<file path="src/rtl/branch_resolve_tracker.sv">
// In-order tracker of predicted branches: matches each prediction against the
// EX outcome and raises a one-cycle redirect when the predictor chose wrong.
module branch_resolve_tracker #(
  parameter int unsigned DEPTH = 4,
  parameter int unsigned PC_W  = 32,
  parameter int unsigned CNT_W = 16
) (
  input  logic                     clk,
  input  logic                     rst,
  input  logic                     pred_valid,
  input  logic                     decision,
  input  logic [PC_W-1:0]          alt_pc,
  output logic                     pred_ready,
  input  logic                     predictor_flush,
  input  logic                     res_valid,
  input  logic                     res_taken,
  output logic                     wrong_decision,
  output logic [PC_W-1:0]          redirect_pc,
  output logic [$clog2(DEPTH):0]   inflight,
  output logic [CNT_W-1:0]         mispredict_cnt,
  output logic                     underflow_err
);

  localparam int unsigned PTR_W    = $clog2(DEPTH);
  localparam int unsigned CNT_BITS = PTR_W + 1;

  logic            dec_q [DEPTH];
  logic [PC_W-1:0] alt_q [DEPTH];
  logic [PTR_W-1:0] head_q, tail_q;

  logic has_entry, do_pop, mis, do_push, clear_all, underflow_hit;

  // Resolve/push decode; a mispredict or flush wipes the queue and blocks the push.
  always_comb begin
    has_entry     = (inflight != '0);
    do_pop        = res_valid & has_entry;
    mis           = do_pop & (res_taken ^ dec_q[head_q]);
    underflow_hit = res_valid & ~has_entry;
    pred_ready    = (inflight < CNT_BITS'(DEPTH)) | (do_pop & ~mis);
    clear_all     = mis | predictor_flush;
    do_push       = pred_valid & pred_ready & ~clear_all;
  end

  // Entry storage needs no reset; validity is carried by the count.
  always_ff @(posedge clk) begin
    if (do_push) begin
      dec_q[tail_q] <= decision;
      alt_q[tail_q] <= alt_pc;
    end
  end

  always_ff @(posedge clk or posedge rst) begin
    if (rst) begin
      head_q   <= '0;
      tail_q   <= '0;
      inflight <= '0;
    end else if (clear_all) begin
      head_q   <= '0;
      tail_q   <= '0;
      inflight <= '0;
    end else begin
      if (do_pop)  head_q <= head_q + PTR_W'(1);
      if (do_push) tail_q <= tail_q + PTR_W'(1);
      inflight <= inflight + CNT_BITS'(do_push) - CNT_BITS'(do_pop);
    end
  end

  // Misprediction report, saturating statistics and sticky underflow flag.
  always_ff @(posedge clk or posedge rst) begin
    if (rst) begin
      wrong_decision <= 1'b0;
      redirect_pc    <= '0;
      mispredict_cnt <= '0;
      underflow_err  <= 1'b0;
    end else begin
      wrong_decision <= mis;
      if (mis) redirect_pc <= alt_q[head_q];
      if (mis && (mispredict_cnt != '1)) mispredict_cnt <= mispredict_cnt + CNT_W'(1);
      if (underflow_hit) underflow_err <= 1'b1;
    end
  end

endmodule

</file>
<file path="config.mk">
export PLATFORM = sky130hd
export DESIGN_NAME = branch_resolve_tracker
export DESIGN_NICKNAME = d
export VERILOG_FILES = /design/src/rtl/branch_resolve_tracker.sv
export SDC_FILE = /design/constraint.sdc
export NUM_CORES = 1
export LEC_CHECK = 0
export CELL_PAD_IN_SITES_DETAIL_PLACEMENT = 0
export CELL_PAD_IN_SITES_GLOBAL_PLACEMENT = 1
export CORE_AREA = 2 2 124 126
export DETAILED_ROUTE_END_ITERATION = 16
export DIE_AREA = 0 0 126 128
export PLACE_DENSITY_LB_ADDON = 0.1
export SYNTH_ARGS = -nofsm -noshare
export SYNTH_HDL_FRONTEND = slang
export SYNTH_SLANG_ARGS = --single-unit
</file>
<file path="constraint.sdc">
create_clock -name clk -period 5 [get_ports clk]
set_input_delay 1.25 -clock clk [delete_from_list [all_inputs] [get_ports clk]]
set_output_delay 1.25 -clock clk [all_outputs]
set_load 0.05 [all_outputs]
</file>
==> Word level (Yosys, flattened, before mapping) <==
Memory sizes are Yosys's and may differ from the RTL's. A register that Yosys moved wholly into a read port is not among the register bits.
Index checks and enable logic that the tools add are counted.
{ "op_classes": {"addsub": 5, "mul": 0, "div": 0, "magnitude_cmp": 1, "n_eq_ne": 1, "n_shift": 0, "n_mux": 7, "bitwise_logic": 12, "n_reduce_logical": 4} }
{ "op_table": {"columns": ["cell", "count"], "rows": [
  ["$add 16x1->16 const B", 1],
  ["$ne 16x16->1 const B", 1],
  ["$mux 2", 4],
  ["$and 1x1->1", 6],
  ["$add 2x1->2 const B", 2],
  ["$reduce_bool 2->1", 2],
  ["$add 3x1->3", 1],
  ["$lt 3x3->1 const B", 1],
  ["$mux 3", 1],
  ["$not 1->1", 3],
  ["$reduce_bool 3->1", 1],
  ["$sub 3x1->3", 1],
  ["$mux 1", 2],
  ["$or 1x1->1", 2],
  ["$logic_and 1x1->1", 1],
  ["$xor 1x1->1", 1]
]} }
{ "word_totals": {"reg_bits": 25, "latch_bits": 0, "ram_bits": 132, "mem_bits_ro": 0, "input_bits": 39, "out_inout_bits": 54, "n_memories": 2} }
{ "mem_list": {"columns": ["name", "depth", "word_bits", "read_ports", "rd_ports_with_merged_regs", "write_ports", "line", "text"], "rows": [
  ["alt_q", 4, 32, 1, 1, 1, "28", "logic [PC_W-1:0] alt_q [DEPTH];"],
  ["dec_q", 4, 1, 1, 0, 1, "27", "logic dec_q [DEPTH];"]
]} }

==> Depth between registers and ports, before layout <==
{ "logic_depth": {"ltp_word": 11, "mapped_depth": 14, "mapped_depth_nobuf": 13} }

==> Worst setup path before layout <==
OpenSTA, ideal clock, no wires.
{ "synth_path": {"kind": "input-to-reg", "start": "input port res_valid", "end": "register inflight[2]", "setup_time_ns": 0.124, "arrival_time_ns": 3.228, "slack_ns": 1.648, "stages": 13, "n_path_buf": 0, "path_cell_list": "o31ai_1 inv_1 a21o_1 a211oi_2 inv_1 ha_1 inv_1 ha_1 inv_1 fa_1 xor2_1 xnor2_1 nor2_1"} }
{ "synth_between": {"elab_chain_len": 10, "elab_cells_between_ends": 12, "classes_between": "add/sub (2); mux (1); bitwise (9)"} }
{ "synth_rtl": {"columns": ["item", "line", "text"], "rows": [
  ["start: declaration", "15", "input logic res_valid,"],
  ["$and 1x1->1 *", "36", "do_pop = res_valid & has_entry;"],
  ["$and 1x1->1", "37", "mis = do_pop & (res_taken ^ dec_q[head_q]);"],
  ["$not 1->1", "39", "pred_ready = (inflight < CNT_BITS'(DEPTH)) | (do_pop & ~mis);"],
  ["$and 1x1->1", "39", null],
  ["$or 1x1->1", "39", null],
  ["$and 1x1->1 (2 in a row)", "41", "do_push = pred_valid & pred_ready & ~clear_all;"],
  ["$add 3x1->3", "64", "inflight <= inflight + CNT_BITS'(do_push) - CNT_BITS'(do_pop);"],
  ["$sub 3x1->3", "64", null],
  ["$mux 3 *", "57", "end else if (clear_all) begin"],
  ["end signal: assignment", "64", null],
  ["end: declaration", "19", "output logic [$clog2(DEPTH):0] inflight,"]
]} }
Mark *: on every way between the ends. The rest lies on a longest branch, timed or not.
A chain may end at the register's enable or synchronous reset.

==> Final worst setup path <==
{ "layout_path": {"start": "input port res_taken", "end": "output port pred_ready"} }
{ "layout_between": {"elab_chain_len": 5} }
{ "layout_rtl": {"columns": ["item", "line", "text"], "rows": [
  ["start: declaration", "16", "input logic res_taken,"],
  ["$xor 1x1->1", "37", null],
  ["$and 1x1->1", "37", null],
  ["$not 1->1", "39", null],
  ["$and 1x1->1", "39", null],
  ["$or 1x1->1", "39", null],
  ["end: declaration", "13", "output logic pred_ready,"]
]} }
No other way between the ends.

==> key figures <==
Route
  – WL final: 13.58 mm
  – DR vias/cell: 5.299
  – First drt pass iteration count: 4
  – DRT iter0 DRCs: 229
  – Drc violations: 0
  – DRT antenna net count: 0
  – Via count: 3,948
  – DR WL/cell: 18.23 µm

Die
  – Die H: 128 µm
  – Starting density of the core: 49.19%
  – Io pins: 93
  – Number of core rows: 45
  – Core area: 14,860 µm²
  – Die X: 126 µm
  – Die Footprint: 16,130 µm²

Global route
  – M1 GR Usage: 22.87%
  – Met3 GRT Util: 4.048%
  – GRT busiest layer: met2
  – GRT Residual Overflow: 0
  – M2 GR Usage: 30.23%
  – First-pass GRT wire length: 21.57 mm
  – Total track usage: 17.86%
  – Antenna violations before repair: 0
  – Largest net degree at the start of global routing: 43
  – Vias in the first global route: 4,031

Synth
  – Top cells by area, synth: edfxtp_1 54%, dfrtp_1 20%, mux4_2 9.5%
  – Area leader, netlist: edfxtp_1
  – Synthesized instance count: 445
  – Synth top area share: 54.21%
  – Mapped Avg Cell Area: 16.43 µm²
  – Synth Register Bits: 189
  – Mapped Area: 7312 µm²
  – Syn Nets: 492
  – Distinct cell type count after synthesis: 35
  – Sequential fraction of the synthesis area: 73.72%
  – YS warnings: 0

STA
  – RSZ-0062 raised after global routing: false
  – FMAX: 229.7 MHz
  – Slew Limit Fails: 0
  – Fin. Hold Viols: 0
  – Final setup viols: 0
  – Setup_tns: 0 ns
  – Worst slew pin tran: 0.9784 ns
  – Clock skew: 0.006774 ns
  – Max_slew headroom: 34.68%
  – Minimum clock period: 4.353 ns
  – Tcrit/Tclk final: 87.07%

Power and ir drop
  – Combinational share of power: 29.2%
  – Clock power share: 28.1%
  – Register share of total power: 42.7%
  – NetSw: 1.588 mW
  – Sw Share: 33.67%
  – IR drop worst, VDD: 354.7 µV
  – Lkg Pwr: 3.346 nW
  – Internal power: 3.129 mW
  – Pwr dens: 523.5 nW/µm²

Critical path
  – CP Launch Type: input port
  – Reg-to-Reg Start: inflight[1]$_DFF_PP0_
  – CP startpoint: res_taken
  – CP arrival: 3.10 ns
  – Critical path class: input port to output pin
  – CP required: 3.75 ns
  – CP max FO: 3
  – Crit. End Element: output pin

Clocking
  – CTS hold repair buffers: 0
  – Longest Clk Path Bufs: 2
  – Postcts setup bufs: 0
  – Worst skew pair latency: 0.42 ns
  – Root Driver: clkbuf_16
  – CTS tree: built
  – Post_cts resized: 0
  – Sink Count: 189
  – Htree depth: 4
  – Total CTS buffers: 17
  – Reg clk slew, reported paths: 0.07 ns

Layout
  – Share of cells above drive strength 1: 14.36%
  – Synth-to-Final Area Change: 23.22%
  – Ant diodes: 0
  – Finished Cell Area: 9010 µm²
  – Most frequent cells in the layout: 132 x edfxtp_1, 102 x nand2_1, 92 x clkdlybuf4s50_1, 55 x dfrtp_1, 31 x mux4_2
  – Post-layout nets: 591
  – Leading cell type in the layout, fill and taps excluded: edfxtp_1
  – Fillers: 1,150

Job
  – Max-Cap Viols: 0

Placed design
  – Gpl congestion: 0.7447
  – PortBufs: 92
  – Post-DP Area: 8423 µm²
  – HPWL Detailed: 8.133 mm

Hold path
  – Worst min path class: register to register
  – Hold_sp: underflow_err$_DFFE_PP0P_

Status
  – Status: finished, final reports clean
[through the flow]
stage,worst slack (ns),utilization (%),hold WS [ns],power (mW),instances
4_1_cts,0.6556,60.61,0.4642,4.782,745
3_3_place_gp,0.7071,56.67,0.4456,3.423,713
3_5_place_dp,0.6632,56.67,0.4487,3.443,713
5_1_grt,0.4927,60.61,0.4810,4.940,745
6_report,0.6467,60.61,0.4585,4.716,745
2_1_floorplan,1.648,-,0.5573,2.984,445
[worst max-delay path: stages]
cell             delay, ns
clkdlybuf4s50_1       0.58
xnor2_1               0.12
a21boi_0              0.31
inv_1                 0.12
clkdlybuf4s50_1       0.72
[power groups by stage]
stage	Combinational, mW	Clock [mW]	Sequential (mW)
after detailed placement	1.40	0	2.05
after floorplan	0.457	0	2.53
after CTS	1.40	1.36	2.02
after global routing	1.48	1.42	2.04
after global placement	1.38	0	2.04
final	1.38	1.33	2.01
[final timing paths]
check | endpoint | slack, ns | cells past startpoint
max | pred_ready | 0.65 | 5
min in group asynchronous | mispredict_cnt[6]$_DFFE_PP0P_ | 1.38 | 2
min | underflow_err$_DFFE_PP0P_ | 0.46 | 1
max reg2reg | inflight[2]$_DFF_PP0_ | 1.92 | 13
min reg2reg | underflow_err$_DFFE_PP0P_ | 0.46 | 1
max in group asynchronous | head_q[1]$_DFFE_PP0P_ | 2.79 | 3
[layer usage]
metal  vias to the layer above  share of wire, %  routed length (µm)
met3                        12               5.5                 741
met2                       113                52                7064
met1                      1998                41                5631
met4                         0               1.0                 140
li1                       1825                 -                   -
met5                         -                 0                   0
[area by class of cell]
type | instances | area (µm²) | share of cell area (%)
sequential | 189 | 5393 | 59.85
tap | 188 | 235.2 | 2.611
clock buffer | 18 | 429.2 | 4.763
multi-input combinational | 225 | 1784 | 19.80
inverter | 14 | 52.55 | 0.5833
clock inverter | 14 | 157.7 | 1.750
timing repair buffer | 97 | 958.4 | 10.64
[synth_stat cells]
master	instances
nor4_1	3
a211oi_2	1
and3_1	2
and2_1	4
xor2_2	1
clkbuf_1	5
xor2_1	8
buf_1	1
nand4b_1	1
xnor2_1	7
buf_2	9
edfxtp_1	132
dfrtp_1	57
nand2_2	1
and4_1	3
nor2_1	13
fa_1	1
o21ai_0	3
inv_1	14
nand4_1	2
a21boi_0	1
mux2i_1	1
mux4_1	2
a31oi_1	2
ha_1	7
buf_6	2
a21oi_1	6
nand2_1	102
mux2_2	3
a21o_1	2
mux4_2	31
nand2b_1	2
nand3_1	9
o31ai_1	1
nor3_1	6
[cell families after synthesis]
| family | count (synthesis) | synth area share [%] |
|---|---|---|
| AOI/OAI and AO/OA | 16 | 1.369 |
| and+or+nand+nor | 148 | 8.607 |
| DFF | 189 | 73.72 |
| adders and majority gates | 8 | 1.472 |
| xor gates and xnor gates | 16 | 2.019 |
| buffers and inverters | 31 | 1.951 |
| muxes | 37 | 10.87 |
[registers in the layout (all words and copies together) (netlist names)]
name and cells:
head_q 2, underflow_err 1, dec_q 4, alt_q 128
inflight 3, wrong_decision 1, mispredict_cnt 16, redirect_pc 32
tail_q 2
No activity file was read; power rests on OpenSTA's default activity.
==> edit 1 (same flow settings) <==
`CNT_W`: 16 -> 18.
--- a/src/rtl/branch_resolve_tracker.sv
+++ b/src/rtl/branch_resolve_tracker.sv
@@ -3,7 +3,7 @@
 module branch_resolve_tracker #(
   parameter int unsigned DEPTH = 4,
   parameter int unsigned PC_W  = 32,
-  parameter int unsigned CNT_W = 16
+  parameter int unsigned CNT_W = 18
 ) (
   input  logic                     clk,
   input  logic                     rst,
Interface: changed (resized mispredict_cnt); port bits go from 93 to 95. The function was not compared with the original's and may differ.
==> edit 1 against the original RTL <==
Core utilization increased by 0.74 points. Wire length down 3.1%. Total power increased by 2.0%. Synthesized area rose by 0.94%. Cell area up 1.2%. First-iteration DRC count shrank 16%. Sequential cell count up 2. Maximum frequency shrank 1.9%. Worst setup slack lost 0.085 ns.
==> edit 1: results (changes against the original RTL) <==
* Max rail drop VDD at 0.000278 V (-22%)
* Worst r2r path cells at 14 (+1)
* Post-cts resize count at 0 (unchanged)
* M1 GR Usage at 0.217 (-0.0120)
* Commonest cells post-synth: edfxtp_1 (132), nand2_1 (108), dfrtp_1 (59)
* Port bufs at 94 (+2.2%)
* Number of fill cells at 1162 (+1.0%)
* Synth Flop Type: edfxtp_1
* Largest cells by area after synthesis: edfxtp_1 (54%), dfrtp_1 (20%), mux4_2 (10%)
* Slew margin rel. at 0.378 (+0.0313)
* Largest net degree at the start of global routing at 37 (-14%)
* Drt initial violations at 193 (-16%)
* Internal Pwr Total at 0.00322 W (+3.0%)
* CTS clk-pin slew, worst paths at 0.06 ns
* Met2 usage at 0.300 (-0.00253)
* Min-Delay Startpoint: underflow_err
* Total CTS buffers at 17 (unchanged)
* Final #Nets at 591 (unchanged)
* Initial antenna violation count at 0 (unchanged)
* Yosys Warn Count at 0 (unchanged)
* WP data arrival at 3.19 ns (+0.09 ns)
* EDFF count, synth at 132 (unchanged)
* Reg2Reg Capture Point: inflight[2]
* Final Slew Violations at 0 (unchanged)
* Hold Path End: underflow_err
* WHS Path Cells at 1 (unchanged)
* Status: complete, no violations
* Overall global routing resource usage at 0.174 (-0.00454)
* Share of cells above drive strength 1 at 0.153 (+0.00898)
* H-Tree Depth at 4 (unchanged)
* Clock Path Buffers at 2 (unchanged)
* Share of flip-flops with an asynchronous set or reset at 0.309 (+0.00731)
* Vias at 3919 (-0.73%)
* Critical register-to-register path startpoint: head_q[0]
* Root buffer cell: clkbuf_16
* Reg2reg setup slack at 2.05 ns (+0.13 ns)
* Vias in the first global route at 4028 (-0.074%)
* Crit path max fanout at 5 (+2)
* Biggest regs: alt_q x128, redirect_pc x32, mispredict_cnt x18
* Routing usage on met3 at 0.0392 (-0.00125)
* Post-DP HPWL at 7.95 mm (-2.3%)
* Syn nets at 489 (-0.61%)
* Leakage at 3.36 nW (+0.50%)
* Global-route wire length before repair at 21.0 mm (-2.5%)
* Hold crit path type: register to register
* Distinct cells, synth at 32 (-8.6%)
* GPL Wtd Cong at 0.716 (-3.9%)
* Post-synthesis sequential area ratio at 0.737 (about the same)
* Wire length per cell at 17.7 um (-3.1%)
* Worst-Skew Late Latency at 0.42 ns (about the same)
* First-pass DRT Iterations at 4 (unchanged)
* Ant diodes at 0 (unchanged)
* Worst-case clock skew at 0.00449 ns (-0.00228 ns)
* Post CTS Setup Buffer Count at 0 (unchanged)
edit 1: changes by cell type in the layout (fill, tap and decap cells not counted), sizes merged, moves of 4 or more:
cell	delta
clkbuf	+4
clkinvlp	-4
inv	-9
a21oi	-4
nor3	-4
clkinv	+4
xor2	-4
nand4	+8
xnor2	+6
nand2	+6
edit 1: worst max path at each step:
stage / start / slack, ns / depth (start not counted) / to
final: res_taken / 0.56 / 4 / pred_ready
after global routing: res_taken / 0.49 / 4 / pred_ready
after CTS: res_taken / 0.56 / 4 / pred_ready
after detailed placement: res_taken / 0.56 / 4 / pred_ready
after global placement: res_taken / 0.58 / 4 / pred_ready
after floorplan: res_taken / 1.46 / 2 / pred_ready
edit 1: routing by layer:
layer	wire [um]	vias to the layer above
met2	6760	82
met1	5730	2001
met5	0	-
li1	-	1820
met3	464	16
met4	204	0
edit 1: metrics by stage:
stage           util  hold WS, ns  cells  area, sq um  setup WS, ns
3_3_place_gp   0.573        0.447    713         8520         0.577
2_1_floorplan      -        0.588    442         7380          1.46
5_1_grt        0.614        0.494    745         9120         0.494
4_1_cts        0.614        0.474    745         9120         0.555
6_report       0.614        0.470    745         9120         0.561
3_5_place_dp   0.573        0.456    713         8520         0.563
edit 1: cells by family (layout without fill, tap and decap cells):
group	count (synthesis)	count (layout)	share of synthesized area
AND/OR/NAND/NOR	151	151	0.0883
XOR/XNOR	18	18	0.0224
adder cells (fa/ha/maj)	8	8	0.0146
buffers and inverters	26	141	0.0161
AO/OA/AOI/OAI	8	8	0.0103
flip-flops	191	191	0.737
multiplexers	40	40	0.111
edit 1: worst max-delay path, stage by stage:
cell,delay [ns]
clkdlybuf4s50_1,0.48
xor2_2,0.25
o21ai_1,0.34
clkdlybuf4s50_1,0.87
edit 1: layout make-up:
class	count	share of cell area
multi-input cells	225	0.200
repair buffers	99	0.107
inverters	10	0.00412
well taps	188	0.0258
clock buffers	22	0.0509
flip-flops and latches	191	0.597
clock inverters	10	0.0148
edit 1: power by group through the flow:
stage / clock network [W] / logic [W] / registers [W]
finish: 0.00136 / 0.00142 / 0.00203
global route: 0.00145 / 0.00152 / 0.00205
CTS: 0.00138 / 0.00144 / 0.00203
detailed placement: 0 / 0.00144 / 0.00206
global placement: 0 / 0.00143 / 0.00205
floorplan: 0 / 0.000470 / 0.00256
==> edit 2 (same settings) <==
Without the edit above. Make the reset (`rst`) synchronous in 2 clocked blocks.
--- a/src/rtl/branch_resolve_tracker.sv
+++ b/src/rtl/branch_resolve_tracker.sv
@@ -49,7 +49,7 @@
     end
   end
 
-  always_ff @(posedge clk or posedge rst) begin
+  always_ff @(posedge clk) begin
     if (rst) begin
       head_q   <= '0;
       tail_q   <= '0;
@@ -66,7 +66,7 @@
   end
 
   // Misprediction report, saturating statistics and sticky underflow flag.
-  always_ff @(posedge clk or posedge rst) begin
+  always_ff @(posedge clk) begin
     if (rst) begin
       wrong_decision <= 1'b0;
       redirect_pc    <= '0;
Formal check against the unedited RTL: differs if rst is asserted again (counterexample within 4 cycles, from zero or initial values and one cycle with rst high); with rst held inactive, the same outputs for 4 cycles.
==> edit 2 against the original RTL <==
Maximum frequency up 5.8%. Register-to-register slack better by 0.26 ns. Synthesized area down 0.98%. Core utilization down 0.60 points. Worst setup slack better by 0.24 ns. Critical path type unchanged. Wire length up 3.0%. Sequential cell count up 2. Cell area down 0.99%.
Power is not compared: it rests on default switching activity, and its combinational part moved more than twofold at a synthesized area within 25%.
==> edit 2: results (changes against the original RTL) <==
* Global-route wire length before repair at 22.5 mm (+4.1%)
* GPL Wtd Cong at 0.713 (-4.2%)
* Reg2reg setup slack at 2.18 ns (+0.26 ns)
* Number of fill cells at 1162 (+1.0%)
* Routed wl met2 at 7.28 mm (+3.1%)
* Dpl cell area at 8380 sq um (-0.52%)
* Final hold vios at 0 (unchanged)
* Post CTS Setup Buffer Count at 0 (unchanged)
* Worst-Skew Late Latency at 0.42 ns (about the same)
* Share of cells above drive strength 1 at 0.143 (-0.000769)
* Wire length per cell at 18.0 um (-1.1%)
* Final #Nets at 622 (+5.2%)
* Largest cells by area after synthesis: edfxtp_1 (55%), dfxtp_1 (16%), mux4_2 (10%)
* Syn nets at 526 (+6.9%)
* EDFF count, synth at 132 (unchanged)
* Post-synthesis mux area share at 0.112 (+0.00384)
* Post-cts resize count at 0 (unchanged)
* Vias/cell at 5.29 (-0.15%)
* Worst r2r path cells at 11 (-2)
* Post-synthesis sequential area ratio at 0.711 (-0.0266)
* WHS Path Cells at 2 (+1)
* Area of the multi-input gates at 1970 sq um (+10%)
* Finished Layout Cells at 776 (+4.2%)
* Placed insts at 744 (+4.3%)
* Commonest cells post-synth: edfxtp_1 (132), nand2_1 (71), dfxtp_1 (59)
* Wl on met1 at 6.03 mm (+7.1%)
* Synth Area in Compound Gates at 0.0432 (+0.0295)
* Reg2Reg Capture Point: inflight[2]
* Met3 WL post-DR at 569 um (-23%)
* WP data arrival at 2.86 ns (-0.24 ns)
* Share of flip-flops with an asynchronous set or reset at 0 (-0.302)
* H-Tree Depth at 4 (unchanged)
* Post-DP HPWL at 9.00 mm (+11%)
* Cell count after synthesis at 479 (+7.6%)
* Crit path max fanout at 7 (+4)
* Crit path largest cell delay at 0.59 ns (-0.13 ns)
* Worst Max-Slew Pin Slew at 1.10 ns (+0.126 ns)
* Final worst path period need at 4.11 ns (-0.240 ns)
* Pre-CTS setup slack at 0.719 ns (+0.0554 ns)
* Peak Freq at 243 MHz (+5.8%)
* Vias in the first global route at 4148 (+2.9%)
* Hold Slack at 0.451 ns (-0.00764 ns)
* Drt initial violations at 235 (+2.6%)
* M1 GR Usage at 0.232 (+0.00348)
* Overall global routing resource usage at 0.183 (+0.00407)
* Met2 usage at 0.318 (+0.0155)
* Hold Path End: redirect_pc[26]
* Hold crit path type: register to register
* Largest net degree at the start of global routing at 55 (+28%)
* Routing usage on met3 at 0.0396 (-0.000835)
* Adder-Cell Fraction of Synth Area at 0.0149 (+0.000145)
* Min-Delay Startpoint: redirect_pc[26]
* Status: complete, no violations
* Distinct cells, synth at 38 (+8.6%)
* Leakage at 2.84 nW
* Worst-case clock skew at 0.0130 ns (+0.00622 ns)
* Synth Area in XOR/XNOR at 0.0143 (-0.00585)
* Worst setup path startpoint: res_valid
edit 2: cell count changes in the layout (fill, tap and decap cells not counted), sizes merged, moves of 5 or more:
cell    before  now
nor2        13   21
or3          0    6
dfrtp       57    0
xor2         9    1
dfxtp        0   59
mux2i        1    6
nand2      103   71
a21oi        6   42
clkinv       1    7
buf          5   10
edit 2: area by class of cell:
type	instances	area share
clock buffers	22	0.0509
clock inverters	10	0.00982
inverters	15	0.00631
multi-input cells	250	0.220
flip-flops and latches	191	0.577
well taps	188	0.0264
repair buffers	100	0.109
edit 2: worst reg2reg max path: stages (launching register included):
cell and delay (ns):
dfxtp_1 0.36, or3b_2 0.48, mux2i_1 0.22, o311a_1 0.30, inv_1 0.09, ha_1 0.27, inv_1 0.04, ha_1 0.19
fa_1 0.39, xnor2_1 0.19, xnor2_1 0.14, nor2_1 0.05
edit 2: report_power, final:
part,total [W],switching [W],internal [W]
Combinational,0.000218,0.000127,0.0000916
Clock,0.00125,0.000547,0.000698
Sequential,0.00174,0.0000166,0.00172
